===== src/rtl/pipe_pkg.sv =====
// Shared constants for the pipeline boundary buffers: payload widths per stage
// boundary, field offsets for packing/unpacking, and the pointer wrap helper.
package pipe_pkg;

    localparam int CTRL_W = 16;
    localparam int XLEN   = 32;

    // IFU -> IDU: {inst, pc}
    localparam int IF_ID_PC_LSB   = 0;
    localparam int IF_ID_INST_LSB = IF_ID_PC_LSB + XLEN;
    localparam int IF_ID_W        = IF_ID_INST_LSB + XLEN;

    // IDU -> EXU: {imm, rs2, rs1, pc, ctrl}
    localparam int ID_EX_CTRL_LSB = 0;
    localparam int ID_EX_PC_LSB   = ID_EX_CTRL_LSB + CTRL_W;
    localparam int ID_EX_RS1_LSB  = ID_EX_PC_LSB + XLEN;
    localparam int ID_EX_RS2_LSB  = ID_EX_RS1_LSB + XLEN;
    localparam int ID_EX_IMM_LSB  = ID_EX_RS2_LSB + XLEN;
    localparam int ID_EX_W        = ID_EX_IMM_LSB + XLEN;

    // EXU -> LSU: {store_data, alu_result, pc, ctrl}
    localparam int EX_LS_CTRL_LSB = 0;
    localparam int EX_LS_PC_LSB   = EX_LS_CTRL_LSB + CTRL_W;
    localparam int EX_LS_ALU_LSB  = EX_LS_PC_LSB + XLEN;
    localparam int EX_LS_ST_LSB   = EX_LS_ALU_LSB + XLEN;
    localparam int EX_LS_W        = EX_LS_ST_LSB + XLEN;

    // LSU -> WBU: {wb_data, pc, ctrl}
    localparam int LS_WB_CTRL_LSB = 0;
    localparam int LS_WB_PC_LSB   = LS_WB_CTRL_LSB + CTRL_W;
    localparam int LS_WB_DATA_LSB = LS_WB_PC_LSB + XLEN;
    localparam int LS_WB_W        = LS_WB_DATA_LSB + XLEN;

    // Compare-and-wrap increment so non-power-of-two depths stay in range.
    function automatic int wrap_inc(input int ptr, input int depth);
        return (ptr == depth - 1) ? 0 : ptr + 1;
    endfunction

endpackage


===== src/rtl/pipe_buf_ptr.sv =====
// Read/write pointers and occupancy counter for the pipeline stage buffer;
// flush returns everything to zero and overrides push/pop.
module pipe_buf_ptr
    import pipe_pkg::*;
#(
    parameter int DEPTH = 1,
    localparam int PTR_W = (DEPTH > 1) ? $clog2(DEPTH) : 1,
    localparam int CNT_W = $clog2(DEPTH + 1)
) (
    input  logic             clk,
    input  logic             rst,
    input  logic             push,
    input  logic             pop,
    input  logic             flush,
    output logic [PTR_W-1:0] rd_ptr,
    output logic [PTR_W-1:0] wr_ptr,
    output logic [CNT_W-1:0] count,
    output logic             full,
    output logic             empty
);

    logic [PTR_W-1:0] rd_ptr_q, rd_ptr_d;
    logic [PTR_W-1:0] wr_ptr_q, wr_ptr_d;
    logic [CNT_W-1:0] count_q, count_d;

    always_comb begin
        rd_ptr_d = rd_ptr_q;
        wr_ptr_d = wr_ptr_q;
        count_d  = count_q;
        if (flush) begin
            rd_ptr_d = '0;
            wr_ptr_d = '0;
            count_d  = '0;
        end else begin
            if (push) begin
                wr_ptr_d = PTR_W'(wrap_inc(int'(wr_ptr_q), DEPTH));
            end
            if (pop) begin
                rd_ptr_d = PTR_W'(wrap_inc(int'(rd_ptr_q), DEPTH));
            end
            if (push && !pop) begin
                count_d = count_q + CNT_W'(1);
            end else if (pop && !push) begin
                count_d = count_q - CNT_W'(1);
            end
        end
    end

    always_ff @(posedge clk) begin
        if (rst) begin
            rd_ptr_q <= '0;
            wr_ptr_q <= '0;
            count_q  <= '0;
        end else begin
            rd_ptr_q <= rd_ptr_d;
            wr_ptr_q <= wr_ptr_d;
            count_q  <= count_d;
        end
    end

    assign rd_ptr = rd_ptr_q;
    assign wr_ptr = wr_ptr_q;
    assign count  = count_q;
    assign full   = (count_q == CNT_W'(DEPTH));
    assign empty  = (count_q == '0);

endmodule


===== src/rtl/pipe_stage_buf.sv =====
// Parametrised valid/ready pipeline stage buffer (DEPTH-entry circular store).
// Define PIPE_STAGE_BUF_BYPASS_EN for zero-latency pass-through when empty.
module pipe_stage_buf
    import pipe_pkg::*;
#(
    parameter int DATA_W = 32,
    parameter int DEPTH = 1,
    parameter logic [DATA_W-1:0] RESET_VAL = '0,
    localparam int CNT_W = $clog2(DEPTH + 1),
    localparam int PTR_W = (DEPTH > 1) ? $clog2(DEPTH) : 1
) (
    input  logic              clk,
    input  logic              rst,
    input  logic              flush,
    input  logic              in_valid,
    output logic              in_ready,
    input  logic [DATA_W-1:0] in_data,
    output logic              out_valid,
    input  logic              out_ready,
    output logic [DATA_W-1:0] out_data,
    output logic [CNT_W-1:0]  level
);

    logic [DATA_W-1:0] mem_q [DEPTH];
    logic [DATA_W-1:0] mem_d [DEPTH];

    logic [PTR_W-1:0] rd_ptr;
    logic [PTR_W-1:0] wr_ptr;
    logic [CNT_W-1:0] count;
    logic             full;
    logic             empty;
    logic             push;
    logic             pop;
    logic             store;
    logic             bypass_pass;

    // A pop only ever retires a stored entry; a bypassed payload never occupies a slot.
    always_comb begin
        in_ready = !full || out_ready;
        push     = in_valid && in_ready;
        pop      = !empty && out_ready;
`ifdef PIPE_STAGE_BUF_BYPASS_EN
        bypass_pass = empty && in_valid && out_ready && !flush;
        out_valid   = empty ? (in_valid && !flush) : 1'b1;
        out_data    = empty ? in_data : mem_q[rd_ptr];
`else
        bypass_pass = 1'b0;
        out_valid   = !empty;
        out_data    = mem_q[rd_ptr];
`endif
        store = push && !bypass_pass;
    end

    always_comb begin
        mem_d = mem_q;
        if (store && !flush) begin
            mem_d[wr_ptr] = in_data;
        end
    end

    always_ff @(posedge clk) begin
        if (rst) begin
            for (int i = 0; i < DEPTH; i++) begin
                mem_q[i] <= RESET_VAL;
            end
        end else begin
            mem_q <= mem_d;
        end
    end

    pipe_buf_ptr #(
        .DEPTH(DEPTH)
    ) u_ptr (
        .clk   (clk),
        .rst   (rst),
        .push  (store),
        .pop   (pop),
        .flush (flush),
        .rd_ptr(rd_ptr),
        .wr_ptr(wr_ptr),
        .count (count),
        .full  (full),
        .empty (empty)
    );

    assign level = count;

endmodule

===== config.mk =====
export PLATFORM = sky130hd
export DESIGN_NAME = pipe_stage_buf
export DESIGN_NICKNAME = d
export VERILOG_FILES = /design/src/rtl/pipe_pkg.sv /design/src/rtl/pipe_buf_ptr.sv /design/src/rtl/pipe_stage_buf.sv
export SDC_FILE = /design/constraint.sdc
export NUM_CORES = 1
export LEC_CHECK = 0
export ABC_AREA = 1
export BUFFER_PORTS_ARGS = -buffer_cell sky130_fd_sc_hd__clkbuf_2
export CAP_MARGIN = 5
export CELL_PAD_IN_SITES_DETAIL_PLACEMENT = 0
export CELL_PAD_IN_SITES_GLOBAL_PLACEMENT = 1
export CORE_UTILIZATION = 34
export CTS_CLUSTER_SIZE = 30
export DETAILED_ROUTE_END_ITERATION = 12
export PLACE_DENSITY = 0.81
export SLEW_MARGIN = 5
export SYNTH_ARGS = -nofsm -noshare
export SYNTH_HDL_FRONTEND = slang
export SYNTH_HIERARCHICAL = 1
export SYNTH_SLANG_ARGS = --single-unit

===== constraint.sdc =====
create_clock -name clk -period 2 [get_ports clk]
set_clock_uncertainty 0.05 [all_clocks]
set_input_delay 0.2 -clock clk [delete_from_list [all_inputs] [get_ports clk]]
set_output_delay 0.2 -clock clk [all_outputs]
set_load 0.05 [all_outputs]

==> key figures <==
Worst setup path
  – CP delay by family, top: buffers and inverters
  – Slowest stage delay, CP: 0.35 ns
  – FF-to-FF path depth: 5
  – Reg2reg end: mem_q[25]
  – Crit Path Category: flip-flop to output port
  – Startpoint types: flip-flop
  – Slowest-stage cell, CP: clkbuf_2
  – Reg2Reg Launch Point: u_ptr/count
  – CP Data Required Time: 1.75 ns
  – Arr. time, crit path: 1.40 ns
  – Crit path buffers/inverters: 2
  – Crit path depth: 3
  – Cell Chain, Critical Path: nand2_2 > buf_4 > clkbuf_2
  – Worst-path fanout max: 33
  – R2R setup slack: 0.58 ns
  – Worst setup EP type: output port

Detailed routing
  – Vias/cell: 4.03
  – Antenna viol nets, final: 0
  – Post-route DRC: 0
  – Initial drt markers: 99
  – Drt first pass iters: 4
  – Detailed Route WL: 4140 um
  – Vias after detailed routing: 1718
  – Mean routed wirelength per cell: 9.72 um

STA
  – RSZ-0062 raised after global routing: no
  – Fmax: 0.606 GHz
  – Hold Vio Cnt, Final: 0
  – Final setup fails: 0
  – Final Max Tran Viols: 0
  – Worst slew pin tran: 0.665 ns
  – Slew HR: 55.6%
  – Final Critical Period: 1.65 ns
  – Period utilization: 82.5%
  – Final worst setup slack: 0.351 ns
  – Setup TNS: 0 ns

Cells and area
  – Fillers: 543
  – Antenna diode count: 0
  – Nets: 395
  – Reg area: 661 um2
  – Final instance area: 0.00222 mm2
  – Syn-to-layout area delta: 25.9%
  – Multi-input logic area: 632 um2
  – Final Util: 45.9%
  – Fraction of layout cells with a size suffix above 1: 23.1%

Hold path
  – Hold Crit Depth: 4
  – Worst min-delay path startpoint: rst
  – Hold EP: u_ptr/count
  – Worst hold path class: input pin to flip-flop

Global route
  – Vias in the first global route: 1609
  – Initial antenna violation count: 0
  – Largest net degree at the start of global routing: 34
  – Gr usage total: 16.7%
  – Total grt overflow: 0
  – First-pass GRT wire length: 7020 um

Place
  – GP Congestion: 0.735
  – PortBufs: 71
  – Placement Setup Slack: 0.528 ns
  – Post-DP HPWL: 2610 um
  – Placed Area: 0.00214 mm2

Flow run
  – Max Cap Violations: 0

Clock tree
  – Setup bufs post-CTS: 0
  – CTS tree: done
  – Clock Sinks: 33
  – Root buf cell: clkbuf_8
  – # hold bufs at CTS: 0
  – Worst-path clk slew: 0.06 ns
  – Post-CTS Resized: 0
  – Worst-Skew Late Latency: 0.27 ns
  – CTS buffer count: 5
  – Max Buffers Root-to-Sink: 2
  – CTS HTree Levels: 2

Synthesis
  – Area of the mapped netlist: 0.00177 mm2
  – Ys Warns: 6
  – Syn Nets: 331
  – Cells after synthesis: 294
  – Average cell area after synthesis: 6.01 um2

Run status
  – Run status: finished, final reports clean

Die
  – Die Wd: 74.1 um
  – Chip height: 74.1 um
  – Ports: 72
  – Initial Util: 36.4%
  – Core Area: 0.00485 mm2
  – Die ar.: 0.00549 mm2
  – FP Rows: 25

Pwr
  – Leakage power: 1.37 nW
  – Maximum VDD drop: 0.278 mV
  – Power Density: 701 mW/mm2
  – Tot Pwr: 1.56 mW
## through the flow
step           hold slack, ns  std cells
6_report                0.117        426
5_1_grt                 0.141        426
4_1_cts                 0.110        426
3_5_place_dp            0.412        418
3_3_place_gp            0.407        418
2_1_floorplan           0.295        294
## worst max-delay path by stage
stage | start | endpoint | slack [ns]
4_1_cts | u_ptr/count | in_ready | 0.33
2_1_floorplan | u_ptr/count | mem_q[10] | 0.49
5_1_grt | u_ptr/count | in_ready | 0.28
6_report | u_ptr/count | in_ready | 0.35
3_5_place_dp | flush | mem_q[31] | 0.53
3_3_place_gp | flush | mem_q[13] | 0.56
## area by class of cell
cell class	instances	area share (%)
Clock buffer	8	3.60
Inverter	102	17.2
Multi-Input combinational cell	141	28.4
Sequential cell	33	29.7
Tap cell	67	3.77
Timing Repair Buffer	75	17.3
## power by group
part           internal (mW)  leakage (nW)  switching (mW)
combinational          0.106          1.06           0.265
sequential             0.693         0.270          0.0197
clock                  0.247        0.0395           0.229
total                   1.05          1.37           0.514
## layout by cell type, fill, tap and decap left out
master and instances:
clkbuf_2 71, buf_4 4, clkbuf_1 3, nor2_4 1, a21oi_1 1, nand4_1 32, clkbuf_8 5, nand2_2 1
nand2_1 67, conb_1 1, dfxtp_1 33, a21boi_0 1, nor2_1 35, inv_1 102, nand3_1 1, nand3_2 1
## per-layer routing
layer	vias up	share of wire (%)	GRT usage [%]
met5	-	0	0
met4	0	0.46	6.41
met3	3	5.9	4.07
met2	47	46	28.0
met1	710	48	20.7
li1	958	-	-
## tightest hold or removal path: cells and delay by family
kind / cells / cell delay, ns
buffers and inverters: 1 / 0.09
AND/OR/NAND/NOR: 3 / 0.12
## registers in the layout, summed over array words and instances, names as in the netlist
signal,cells
mem_q,32
u_ptr/count,1
(Power assumes the default switching activity.)
